--- config.mk ---
export PLATFORM = sky130hd
export DESIGN_NAME = lsu_mem_master
export DESIGN_NICKNAME = d
export VERILOG_FILES = /design/src/rtl/lsu_mem_master.sv
export SDC_FILE = /design/constraint.sdc
export NUM_CORES = 1
export LEC_CHECK = 0
export CORE_AREA = 2 2 111 86
export CTS_CLUSTER_SIZE = 16
export DETAILED_ROUTE_END_ITERATION = 10
export DIE_AREA = 0 0 113 88
export PLACE_DENSITY = 0.77
export SKIP_LAST_GASP = 1
export SYNTH_ARGS = -nofsm -noshare
export SYNTH_HDL_FRONTEND = slang
export SYNTH_SLANG_ARGS = --single-unit
--- constraint.sdc ---
create_clock -name clk -period 3.1 [get_ports clk]
set_input_delay 0.62 -clock clk [delete_from_list [all_inputs] [get_ports clk]]
set_output_delay 0.62 -clock clk [all_outputs]
set_load 0.1 [all_outputs]
--- src/rtl/lsu_mem_master.sv ---
// Load/store initiator: one validated request per transaction, a single-cycle memory strobe and a registered response.
// Optional alignment trap is built in when LSU_MISALIGN_TRAP_EN is defined.
//
// state | meaning
// IDLE  | req_ready high; accept and validate a request
// ISSUE | memory strobe high; memory samples at the closing edge
// WAIT  | load data arrives from memory; captured into resp_rdata
// RESP  | resp_valid high; hold resp_rdata/resp_err until resp_ready
module lsu_mem_master #(
  parameter int ADDR_W = 10,
  parameter int DATA_W = 32
) (
  input  logic              clk,
  input  logic              rst,
  input  logic              req_valid,
  output logic              req_ready,
  input  logic              req_we,
  input  logic [2:0]        req_funct3,
  input  logic [31:0]       req_addr,
  input  logic [DATA_W-1:0] req_wdata,
  output logic              resp_valid,
  input  logic              resp_ready,
  output logic [DATA_W-1:0] resp_rdata,
  output logic              resp_err,
  output logic              mem_write,
  output logic              mem_read,
  output logic [2:0]        mem_funct3,
  output logic [ADDR_W-1:0] mem_addr,
  output logic [DATA_W-1:0] mem_wdata,
  input  logic [DATA_W-1:0] mem_rdata
);

  typedef enum logic [1:0] {
    IDLE  = 2'd0,
    ISSUE = 2'd1,
    WAIT  = 2'd2,
    RESP  = 2'd3
  } state_t;

  state_t              state_q, state_d;
  logic                req_ready_q, req_ready_d;
  logic                resp_valid_q, resp_valid_d;
  logic [DATA_W-1:0]   resp_rdata_q, resp_rdata_d;
  logic                resp_err_q, resp_err_d;
  logic                mem_write_q, mem_write_d;
  logic                mem_read_q, mem_read_d;
  logic [2:0]          mem_funct3_q, mem_funct3_d;
  logic [ADDR_W-1:0]   mem_addr_q, mem_addr_d;
  logic [DATA_W-1:0]   mem_wdata_q, mem_wdata_d;
  logic                we_q, we_d;

  logic funct3_bad;
  logic addr_bad;
  logic misaligned;
  logic req_err;

  always_comb begin
    if (req_we) funct3_bad = (req_funct3 > 3'd2);
    else        funct3_bad = (req_funct3 == 3'd3) || (req_funct3 > 3'd5);
  end

  // Addresses beyond the memory window are rejected rather than aliased.
  assign addr_bad = |req_addr[31:ADDR_W];

`ifdef LSU_MISALIGN_TRAP_EN
  assign misaligned = ((req_funct3[1:0] == 2'd1) && req_addr[0]) ||
                      ((req_funct3[1:0] == 2'd2) && (req_addr[1:0] != 2'b00));
`else
  assign misaligned = 1'b0;
`endif

  assign req_err = funct3_bad || addr_bad || misaligned;

  always_comb begin
    state_d      = state_q;
    req_ready_d  = req_ready_q;
    resp_valid_d = resp_valid_q;
    resp_rdata_d = resp_rdata_q;
    resp_err_d   = resp_err_q;
    mem_write_d  = 1'b0;
    mem_read_d   = 1'b0;
    mem_funct3_d = mem_funct3_q;
    mem_addr_d   = mem_addr_q;
    mem_wdata_d  = mem_wdata_q;
    we_d         = we_q;
    case (state_q)
      IDLE: begin
        if (req_valid) begin
          req_ready_d  = 1'b0;
          resp_rdata_d = '0;
          if (req_err) begin
            resp_err_d = 1'b1;
            state_d    = RESP;
          end else begin
            resp_err_d   = 1'b0;
            mem_read_d   = ~req_we;
            mem_write_d  = req_we;
            mem_funct3_d = req_funct3;
            mem_addr_d   = req_addr[ADDR_W-1:0];
            mem_wdata_d  = req_wdata;
            we_d         = req_we;
            state_d      = ISSUE;
          end
        end
      end
      ISSUE: begin
        state_d = we_q ? RESP : WAIT;
      end
      WAIT: begin
        resp_rdata_d = mem_rdata;
        state_d      = RESP;
      end
      RESP: begin
        // resp_valid rises one edge after entry; the handshake only counts once it is visible.
        if (resp_valid_q && resp_ready) begin
          resp_valid_d = 1'b0;
          req_ready_d  = 1'b1;
          state_d      = IDLE;
        end else begin
          resp_valid_d = 1'b1;
        end
      end
      default: state_d = IDLE;
    endcase
  end

  always_ff @(posedge clk or posedge rst) begin
    if (rst) begin
      state_q      <= IDLE;
      req_ready_q  <= 1'b1;
      resp_valid_q <= 1'b0;
      resp_rdata_q <= '0;
      resp_err_q   <= 1'b0;
      mem_write_q  <= 1'b0;
      mem_read_q   <= 1'b0;
      mem_funct3_q <= 3'd0;
      mem_addr_q   <= '0;
      mem_wdata_q  <= '0;
      we_q         <= 1'b0;
    end else begin
      state_q      <= state_d;
      req_ready_q  <= req_ready_d;
      resp_valid_q <= resp_valid_d;
      resp_rdata_q <= resp_rdata_d;
      resp_err_q   <= resp_err_d;
      mem_write_q  <= mem_write_d;
      mem_read_q   <= mem_read_d;
      mem_funct3_q <= mem_funct3_d;
      mem_addr_q   <= mem_addr_d;
      mem_wdata_q  <= mem_wdata_d;
      we_q         <= we_d;
    end
  end

  assign req_ready  = req_ready_q;
  assign resp_valid = resp_valid_q;
  assign resp_rdata = resp_rdata_q;
  assign resp_err   = resp_err_q;
  assign mem_write  = mem_write_q;
  assign mem_read   = mem_read_q;
  assign mem_funct3 = mem_funct3_q;
  assign mem_addr   = mem_addr_q;
  assign mem_wdata  = mem_wdata_q;

endmodule

# After elaboration in Yosys (flattened, before gate mapping)
# Cells that the tools add are included.
dict set report word_totals {
  in_bits 104
  out_inout_bits 82
  register_bits 85
  wordCells 52
}
dict set report classes {
  n_mux 19
  bitwise_logic 2
  n_lt_le_gt_ge 2
  n_eq_ne 6
  n_reduce_logical 12
}
# cell count
set op_table {}
lappend op_table {{case mux 32 bit (2 select lines)} 1}
lappend op_table {{2-to-1 mux 32 bit} 1}
lappend op_table {{OR reduction 22 bit} 1}
lappend op_table {{2-to-1 mux 1 bit} 12}
lappend op_table {{case mux 2 bit (4 select lines)} 1}
lappend op_table {{2-to-1 mux 2 bit} 3}
lappend op_table {{AND reduction 2 bit} 3}
lappend op_table {{AND reduction 3 bit} 2}
lappend op_table {{== test 2 bit (second input constant)} 2}
lappend op_table {{inequality test 2 bit (second input constant)} 2}
lappend op_table {{nonzero test 2 bit} 2}
lappend op_table {{== test 3 x 2 -> 1 bit (second input constant)} 1}
lappend op_table {{> comparator 3 x 2 -> 1 bit (second input constant)} 1}
lappend op_table {{> comparator 3 bit (second input constant)} 1}
lappend op_table {{== test 2 x 1 -> 1 bit (second input constant)} 1}
lappend op_table {{zero test 2 bit} 1}
lappend op_table {{logical OR 1 bit} 2}
lappend op_table {{NOT 1 bit} 2}
lappend op_table {{case mux 1 bit (2 select lines)} 1}
lappend op_table {{logical AND 1 bit} 1}

# Depth between registers and ports, before layout
# Gate-level depths: netlist of run 1.
dict set report logic_depth {
  depth_word 7
  depth_mapped 8
  ltp_nobuf 5
}

# Worst setup path after synthesis of run 1
# No wires, ideal clock.
dict set report synth_path {
  kind {input port to flip-flop}
  from {input port req_addr[20]}
  to {register mem_wdata_q[0], in the netlist mem_wdata[0]}
  t_required_ns 2.972
  n_path_buf 2
  setup_ns 0.128
  t_arrival_ns 2.022
  path_slack_ns 0.949
  cell_stages 6
  path_cell_list {nor4_1 -> nand4_1 -> nor4_2 -> buf_6 -> buf_12 -> mux2_1}
}
dict set report synth_between {
  elab_chain_cells 4
}
# item line_no
set synth_rtl {}
lappend synth_rtl {{start: declaration} 19} ;# input logic [31:0] req_addr,
lappend synth_rtl {{OR reduction 22 bit} 63} ;# assign addr_bad = |req_addr[31:ADDR_W];
lappend synth_rtl {{logical OR 1 bit} 72} ;# assign req_err = funct3_bad || addr_bad || misaligned;
lappend synth_rtl {{NOT 1 bit (no line)} -}
lappend synth_rtl {{AND reduction 3 bit (no line)} -}
lappend synth_rtl {{end signal: assignment} 150} ;# mem_wdata_q <= mem_wdata_d;
lappend synth_rtl {{end: declaration} 49} ;# logic [DATA_W-1:0] mem_wdata_q, mem_wdata_d;
# No other way between the ends.
# A chain may end at the register's enable or synchronous reset.

# Worst setup path in the final report of run 1
dict set report layout_path {
  from {input port req_funct3[2]}
  to {register mem_addr_q[9], in the netlist mem_addr[9]}
}
dict set report layout_between {
  elab_chain_cells 6
  word_cells_on_any_way 8
  classes_between {order compare (2); eq/ne (1); mux (1); bitwise (1); reduce/logical (3)}
}
# item line_no
set layout_rtl {}
lappend layout_rtl {{start: declaration} 18} ;# input logic [2:0] req_funct3,
lappend layout_rtl {{> comparator 3 bit or == test 3 x 2 -> 1 bit (tied branches)} 59} ;# else funct3_bad = (req_funct3 == 3'd3) || (req_funct3 > 3'd5);
lappend layout_rtl {{logical OR 1 bit} 59}
lappend layout_rtl {{2-to-1 mux 1 bit (*)} 58} ;# if (req_we) funct3_bad = (req_funct3 > 3'd2);
lappend layout_rtl {{logical OR 1 bit (*)} 72}
lappend layout_rtl {{NOT 1 bit (no line) (*)} -}
lappend layout_rtl {{AND reduction 3 bit (no line) (*)} -}
lappend layout_rtl {{end signal: assignment} 149} ;# mem_addr_q <= mem_addr_d;
lappend layout_rtl {{end: declaration} 48} ;# logic [ADDR_W-1:0] mem_addr_q, mem_addr_d;
# Every way passes the cells marked *; elsewhere a longest branch is shown, timed or not.

==> results of run 1 <==
[stage by stage]
| stage | setup slack (ns) | utilization, % |
|---|---|---|
| final | 0.548 | 61.8 |
| after global routing | 0.346 | 61.8 |
| after CTS | 0.505 | 61.8 |
| after detailed placement | 0.139 | 58.4 |
| after global placement | 0.186 | 58.4 |
| after floorplan | 0.288 | - |
[layout make-up]
| cell class | count | area, sq um |
|---|---|---|
| clock inverters | 5 | 58.8 |
| flip-flops and latches | 85 | 2130 |
| well taps | 112 | 140 |
| inverters | 5 | 20.0 |
| clock buffers | 11 | 243 |
| fillers | 713 | 3390 |
| repair buffers | 189 | 1700 |
| multi-input cells | 112 | 1180 |
[cells by family (layout without fill, tap and decap cells)]
logic type	after synthesis	after routing	share of synthesized area (%)
flops	85	85	62.5
buf+inv	17	210	3.64
mux	50	50	19.5
fa+ha+maj	4	4	1.47
simple gates	15	15	2.61
compound gates	43	43	10.3
[worst max-delay path, stage by stage]
cell             delay, ns
clkdlybuf4s50_1       0.46
a211oi_1              0.33
nand4_1               0.27
nor4_4                0.39
buf_4                 0.33
mux2_2                0.36
[cells in the mapped netlist, drive strengths merged]
cell type,number
dfrtp,84
mux2,47
a22o,32
clkbuf,7
nor4,6
buf,5
inv,5
ha,4
mux2i,3
nand2,3
nor2,3
a21oi,2
o21ai,2
a211oi,1
a21boi,1
a221oi,1
a22oi,1
a31oi,1
dfstp,1
nand4,1
nor4b,1
o21a,1
o22ai,1
or4,1
[layer usage]
metal,part of all wire [%],global-route usage [%],vias up
met2,45,27.0,118
met5,0,0,-
li1,-,-,1165
met3,9.7,7.27,10
met4,1.4,6.87,0
met1,44,23.4,1222
[cell usage in the layout (no fill, tap or decap), types with 3 or more instances in the layout]
cell / instances
clkbuf_16: 9
nor2_1: 3
a22o_1: 32
buf_4: 84
ha_1: 4
nand2_1: 3
dfrtp_1: 84
inv_1: 4
clkdlybuf4s50_1: 103
nor4_1: 5
mux2_2: 18
mux2_4: 28
[state kept, by name (all words and copies together) (netlist names)]
name,cells
mem_addr,10
mem_funct3,3
mem_read,1
mem_wdata,32
mem_write,1
req_ready,1
resp_err,1
resp_rdata,32
resp_valid,1
state_q,2
we_q,1
[power groups by stage]
| stage | logic [uW] | clock network, uW | registers, uW |
|---|---|---|---|
| finish | 2510 | 1090 | 1460 |
| global route | 2610 | 1170 | 1490 |
| CTS | 2530 | 1120 | 1460 |
| detailed placement | 2530 | 0 | 1470 |
| global placement | 2490 | 0 | 1470 |
| floorplan | 517 | 0 | 2840 |
[final timing paths]
path / from / to / slack (ns) / depth (start not counted)
worst max-delay path: req_funct3[2] / mem_addr[9] / 0.55 / 6
worst min-delay path: mem_wdata[0] / mem_wdata[0] / 0.50 / 1
worst max register to register: state_q[1] / mem_addr[9] / 0.77 / 6
worst min register to register: mem_wdata[0] / mem_wdata[0] / 0.50 / 1
max in group asynchronous: rst / req_ready / 2.00 / 3
min in group asynchronous: rst / mem_wdata[25] / 0.70 / 3
==> metrics, run 1 <==
Clock Tree Root clkbuf_16; DIE WIDTH 113 microns; Max VDD drop 0.824 mV; setup TNS 0 ns; area share of the largest cell type after synthesis 61.7%; Tightest Pin Transition 0.957 ns; die footprint 9940 sq um; Crit Path Max Fanout 15; max frequency 392 MHz; Crit Path Category in -> reg; total CTS buffers 9; max-slew violations 0; vias in the first global route 2610; Max-Cap Viols 0; Synth Register Bits 85; total wire length 8.67 mm; Tcrit/Tclk final 82.3%; Cells after DPL 503; drt first pass iters 9; Syn. warnings 0; initial DRC count 112; initial antenna violation count 0; CTS tree built; Final Non-Filler Cells 519; I/O pin cnt 186; Hold Buf Count CTS 0; Final Cell Area 5470 sq um; Sw Pwr 2430 uW; final-stage net count 510; share of post-route cells with drive strength above 1 37.3%; total global-route track usage 17.9%; part of the power in the clock network 21.5%; failing checks DRC; Synth area leader dfrtp_1; Initial Util 38.5%; Synth area leaders dfrtp_1 62%, mux2_4 12%, a22o_1 8.2%, mux2_2 5.9%, buf_12 1.8%; post-CTS sizing 0; Final Critical Period 2.55 ns; largest net degree at the start of global routing 86; Placed Instance Area 5170 sq um; sequential cell area fraction in the yosys report 62.5%; cells after synthesis 214; Clock Skews 0.00626 ns; clk sinks 85; synth unique cells 29; Flop pwr share 28.9%; PwrDens 923 nW/um^2; Core Area 8860 sq um; Vias 2515; # port buffers 185; crit path DAT 2.77 ns; Max clock buf depth 2; Vias per Instance 4.85; Comb pwr share 49.6%; final antenna diode count 0; Sw Ratio 48.0%; Post-CTS Setup Bufs 0; Reg clk slew, reported paths 0.06 ns; Final Hold Vio Count 0; Syn Area/Cell 15.9 sq um; Worst Setup End Kind register; post-DP HPWL 6.11 mm; GR Overflow Total 0; synthesized cell area 3410 sq um; outcome finished with violations; DIE HEIGHT 88 microns; Placer Congestion 0.719; worst min path class reg -> reg; post-route ant nets 0; total power 5050 uW; endpoints failing setup 0; P_int 2630 uW; Slew headroom 34.8%; H-Tree Depth 3; CP startpoint kind primary input; Synth Net Count 322; Synth-to-Final Area Change 60.6%; clk_lat worst skew 0.34 ns; first-pass GRT wire length 13.7 mm; std cell rows 30; RSZ-0062 raised after global routing no; Leak 0.00264 uW; Hold Slack 0.496 ns; DR WL/cell 16.7 microns; residual DRC count 14; Req. time, crit path 3.32 ns
Note: power is estimated with default switching activity, not from simulation.
==> run 2: changes to the inputs <==
==> constraint.sdc (replaced) <==
create_clock -name clk -period 2.37 [get_ports clk]
set_input_delay 0.474 -clock clk [delete_from_list [all_inputs] [get_ports clk]]
set_output_delay 0.474 -clock clk [all_outputs]
set_load 0.1 [all_outputs]
==> run 2 against run 1 <==
  * Clock-buffer cell count is 1 lower
  * Sequential share of layout area is 0.12 points lower
  * Via count is 0.91% lower
  * Highest routed layer unchanged
  * Core utilization is 0.18 points higher
  * Clock power is 11% higher
  * Power is 27% higher
  * Non-clock buffer count is 9 higher
  * Combinational power is 30% higher
  * The flow still finishes with violations (DRC)
  * Critical path type unchanged
  * Clock skew is 0.0010 ns lower
  * Die area stayed put
  * Cell count is 1.3% higher
==> metrics, run 2 (same netlist as run 1, synthesis figures left out) <==
outcome finished with violations; failing checks DRC; worst min path class reg -> reg; share of post-route cells with drive strength above 1 38.4% (+1.1 points); vias in the first global route 2628 (+0.69%); Max-Cap Viols 0 (unchanged); Synth-to-Final Area Change 61.1%; Req. time, crit path 2.57 ns (-0.75 ns); CP startpoint kind primary input; max frequency 460 MHz; total wire length 8.49 mm (-2.1%); Tcrit/Tclk final 91.8%; post-DP HPWL 6.37 mm (+4.1%); clk_lat worst skew 0.32 ns (-0.02 ns); Placed Instance Area 5230 sq um (+1.2%); I/O pin cnt 186 (unchanged); CTS tree built; first-pass GRT wire length 13.3 mm (-2.8%); Crit Path Max Fanout 8 (-7); setup slack after layout 0.195 ns (-0.353 ns); total CTS buffers 9 (unchanged); Final Cell Area 5490 sq um (+0.30%); Core Area 8860 sq um (unchanged); initial antenna violation count 0 (unchanged); max-slew violations 0 (unchanged); drt first pass iters 8 (-1); Reg area 2130 sq um (unchanged); Placer Congestion 0.769 (+6.8%); most frequent cells in the layout 103 x clkdlybuf4s50_1, 93 x buf_4, 84 x dfrtp_1; Clock Tree Root clkbuf_16; RSZ-0062 raised after global routing no; dpl ws -0.289 ns (-0.428 ns); Reg clk slew, reported paths 0.06 ns (about the same); Initial Util 38.5% (unchanged); # port buffers 185 (unchanged); Crit Path Category in -> reg; Vias 2492 (-0.91%); endpoints failing setup 0 (unchanged); final antenna diode count 0 (unchanged); die footprint 9940 sq um (unchanged); total global-route track usage 17.2% (-0.71 points); Tightest Pin Transition 0.432 ns (-0.525 ns); Max VDD drop 1.10 mV (+33%); DR WL/cell 16.1 microns (-3.4%); largest net degree at the start of global routing 86 (unchanged); DIE HEIGHT 88 microns (unchanged); clk sinks 85 (unchanged); GR Overflow Total 0 (unchanged); initial DRC count 132 (+18%); Max clock buf depth 2 (unchanged); H-Tree Depth 3 (unchanged); PwrDens 1170 nW/um^2 (+26%); Slew headroom 71.2% (+36 points); crit path DAT 2.38 ns (-0.39 ns); DIE WIDTH 113 microns (unchanged); Clock Skews 0.00525 ns (-0.00101 ns); final-stage net count 519 (+1.8%); area of the multi-input gates 1170 sq um (-0.74%); fillers 726 (+1.8%); Final Hold Vio Count 0 (unchanged); post-route ant nets 0 (unchanged); commonest non-fill, non-tap cell in the layout clkdlybuf4s50_1; residual DRC count 15 (+1); std cell rows 30 (unchanged); post-CTS sizing 0 (unchanged); Worst Setup End Kind register; Final Critical Period 2.17 ns; Leak 0.00266 uW (+0.51%); Vias per Instance 4.74 (-2.2%)
[run 2: changes by cell type in the layout (fill, tap and decap cells not counted)]
cell | before | now
buf_4 | 84 | 93
bufinv_16 | 1 | 0
clkbuf_8 | 1 | 0
clkinv_2 | 2 | 1
clkinvlp_4 | 2 | 4
inv_6 | 1 | 0
mux2i_2 | 0 | 1
mux2i_4 | 1 | 0
[run 2: power breakdown]
part | internal [uW] | leakage, uW | switching [uW]
sequential | 1740 | 0.00113 | 170
combinational | 864 | 0.00141 | 2410
clock | 695 | 0.000116 | 517
[run 2: worst paths after layout]
| path | slack [ns] | depth (start not counted) | end | startpoint |
|---|---|---|---|---|
| max in group asynchronous | 1.39 | 3 | req_ready | rst |
| min in group asynchronous | 0.64 | 3 | mem_wdata[27] | rst |
| setup reg to reg | 0.38 | 6 | mem_funct3[2] | state_q[0] |
| hold reg to reg | 0.51 | 1 | resp_rdata[14] | resp_rdata[14] |
| setup / recovery | 0.20 | 6 | mem_funct3[2] | req_funct3[2] |
| hold / removal | 0.51 | 1 | resp_rdata[14] | resp_rdata[14] |
[run 2: repair_timing]
item,CTS,global route
hold buffers,0,0
endpoints found under the setup margin,0,31
setup buffers,0,0
[run 2: layout make-up]
cell class              count  share of cell area, %
clock buffers              10                   4.17
clock inverters             4                  0.502
inverters                   5                  0.410
multi-input cells         112                   21.3
flip-flops and latches     85                   38.8
well taps                 112                   2.55
repair buffers            198                   32.2
[run 2: worst max-delay path, stage by stage]
cell	delay (ns)
clkdlybuf4s50_1	0.45
a211oi_1	0.27
nand4_1	0.23
nor4_4	0.34
buf_4	0.27
mux2_2	0.35
[run 2: routing by layer]
metal | global-route usage (%) | part of all wire [%]
met5 | 0 | 0
met4 | 5.21 | 1.0
met3 | 4.71 | 8.2
met2 | 27.9 | 48
met1 | 22.8 | 43
[run 2: per-stage QoR]
step / instances / power [uW] / setup TNS (ns) / hold WS (ns) / utilization, %
2_1_floorplan: 214 / 4390 / 0 / 0.481 / -
3_3_place_gp: 512 / 5180 / -11.31 / 0.472 / 59.1
3_5_place_dp: 512 / 5220 / -11.83 / 0.494 / 59.1
4_1_cts: 526 / 6460 / 0 / 0.511 / 61.9
5_1_grt: 526 / 6690 / 0 / 0.525 / 61.9
6_report: 526 / 6390 / 0 / 0.508 / 61.9
==> run 3: changes to the inputs <==
--- a/config.mk
+++ b/config.mk
@@ -9,7 +9,8 @@
 export CTS_CLUSTER_SIZE = 16
 export DETAILED_ROUTE_END_ITERATION = 10
 export DIE_AREA = 0 0 113 88
-export PLACE_DENSITY = 0.77
+export GPL_ROUTABILITY_DRIVEN = 0
+export PLACE_DENSITY_LB_ADDON = 0.25
 export SKIP_LAST_GASP = 1
 export SYNTH_ARGS = -nofsm -noshare
 export SYNTH_HDL_FRONTEND = slang
==> run 3 against run 2 <==
  * The run still ends with DRC left
  * Routed wire length rose by 6.2%
  * Non-clock buffer count rose by 1
  * Combinational power rose by 2%
  * Critical path depth did not move
  * First-iteration DRC count fell by 27%
  * Via count rose by 2.3%
  * Critical endpoint is now mem_addr[7]
  * Largest power group unchanged
==> metrics, run 3 (same netlist as run 1, synthesis figures left out) <==
DR WL/cell 17.0 microns (+5.6%); max-slew violations 0 (unchanged); Tightest Pin Transition 0.419 ns (-0.0131 ns); Crit Path Category in -> reg; Max VDD drop 1.43 mV (+30%); final antenna diode count 0 (unchanged); Vias 2549 (+2.3%); Initial Util 38.5% (unchanged); initial antenna violation count 0 (unchanged); first-pass GRT wire length 13.6 mm (+2.2%); endpoints failing setup 0 (unchanged); total CTS buffers 9 (unchanged); initial DRC count 96 (-27%); Hold Buf Count CTS 0 (unchanged); Synth-to-Final Area Change 63.0%; Critical R2R Capture mem_addr[7]; share of post-route cells with drive strength above 1 39.1% (+0.68 points); failing checks DRC; largest net degree at the start of global routing 49 (-43%); worst min path class in -> async; GR Overflow Total 0 (unchanged); Max-Cap Viols 0 (unchanged); dpl ws -0.409 ns (-0.120 ns); Worst Setup End Kind register; Setup crit start req_addr[12]; residual DRC count 15 (unchanged); drt first pass iters 7 (-1); max frequency 442 MHz (-3.8%); RSZ-0062 raised after global routing no; total global-route track usage 18.2% (+1.0 points); Clock Tree Root clkbuf_16; I/O pin cnt 186 (unchanged); DIE WIDTH 113 microns (unchanged); Comb pwr share 50.9% (-0.3 points); Req. time, crit path 2.58 ns (about the same); Reg clk slew, reported paths 0.06 ns (about the same); clk sinks 85 (unchanged); PwrDens 1180 nW/um^2 (+1.2%); CTS tree built; std cell rows 30 (unchanged); total wire length 9.01 mm (+6.2%); die footprint 9940 sq um (unchanged); outcome finished with violations; Slew headroom 71.9% (+0.66 points); clk_lat worst skew 0.33 ns (about the same); vias in the first global route 2599 (-1.1%); # port buffers 185 (unchanged); Placed Instance Area 5240 sq um (about the same); part of the power in the clock network 19.9% (+0.9 points); Sw Pwr 3140 uW (+1.5%); DIE HEIGHT 88 microns (unchanged); commonest non-fill, non-tap cell in the layout clkdlybuf4s50_1; setup slack after layout 0.109 ns (-0.0867 ns); post-route ant nets 0 (unchanged); Final Hold Vio Count 0 (unchanged); FF-to-FF setup slack 0.32 ns (-0.06 ns); most frequent cells in the layout 103 x clkdlybuf4s50_1, 91 x buf_4, 84 x dfrtp_1; H-Tree Depth 3 (unchanged); Core Area 8860 sq um (unchanged); Crit Path Max Fanout 18 (+10); RR Startpoint state_q[0]; Clock Skews 0.00423 ns (-0.00102 ns); Sw Ratio 48.0% (-0.42 points); Vias per Instance 4.82 (+1.7%); Leak 0.00269 uW (+1.3%); worst-case reg-to-reg path depth 6 (unchanged); Tcrit/Tclk final 95.4% (+3.7 points); Final Critical Period 2.26 ns (+0.0867 ns); crit path DAT 2.48 ns (+0.10 ns); CP startpoint kind primary input; total power 6550 uW (+2.4%); Final Cell Area 5550 sq um (+1.2%); Max clock buf depth 2 (unchanged); Hold Slack 0.425 ns (-0.0831 ns); P_int 3400 uW (+3.3%); final-stage net count 520 (+0.19%); Flop pwr share 29.3% (-0.5 points); post-DP HPWL 6.70 mm (+5.3%)
## run 3: cell count changes in the layout (fill, tap and decap cells not counted), sizes merged
cell	change
clkbuf	+3
clkinv	+2
clkinvlp	-2
## run 3: area by class of cell
cell class / count / area [sq um]
Multi-Input combinational cell: 112 / 1180
Clock inverter: 4 / 22.5
Timing Repair Buffer: 199 / 1810
Clock buffer: 12 / 256
Tap cell: 112 / 140
Sequential cell: 85 / 2130
Fill cell: 678 / 3310
Inverter: 5 / 22.5
## run 3: critical path, cell delays in order
cell and delay [ns]:
clkdlybuf4s50_1 0.41, nor4_1 0.31, nand4_1 0.26, nor4_4 0.38, clkbuf_16 0.28, mux2_2 0.35
## run 3: worst max path at each step
stage	endpoint	slack [ns]
after detailed placement	mem_addr[7]	-0.41
after floorplan	mem_wdata[0]	0.26
final	mem_addr[7]	0.11
after CTS	mem_addr[7]	-0.03
after global routing	mem_addr[8]	0.02
after global placement	mem_wdata[30]	-0.41
## run 3: power by group through the flow
stage	registers, uW	logic (uW)	clock network (uW)
global placement	1930	3310	0
finish	1920	3330	1300
global route	1950	3460	1410
detailed placement	1920	3370	0
floorplan	3710	677	0
CTS	1920	3360	1350
## run 3: repair_timing
action                                 CTS  global route
setup buffers                            0             1
pin swaps                                1             2
setup endpoints to repair               16            46
gates cloned                             0             1
gates resized for setup                  0             4
endpoints found under the hold margin    0             0
## run 3: layer usage
| layer | global-route usage (%) | vias up | routed length, microns |
|---|---|---|---|
| met5 | 0 | - | 0 |
| met4 | 7.32 | 0 | 126 |
| met3 | 5.95 | 11 | 805 |
| met2 | 28.5 | 126 | 4190 |
| met1 | 23.7 | 1227 | 3890 |
| li1 | - | 1185 | - |
## run 3: stage by stage
| step | setup TNS [ns] | cells | util, % |
|---|---|---|---|
| 2_1_floorplan | 0 | 214 | - |
| 3_3_place_gp | -17.84 | 511 | 59.1 |
| 3_5_place_dp | -17.34 | 511 | 59.1 |
| 4_1_cts | -0.286 | 527 | 62.3 |
| 5_1_grt | 0 | 529 | 62.7 |
| 6_report | 0 | 529 | 62.7 |
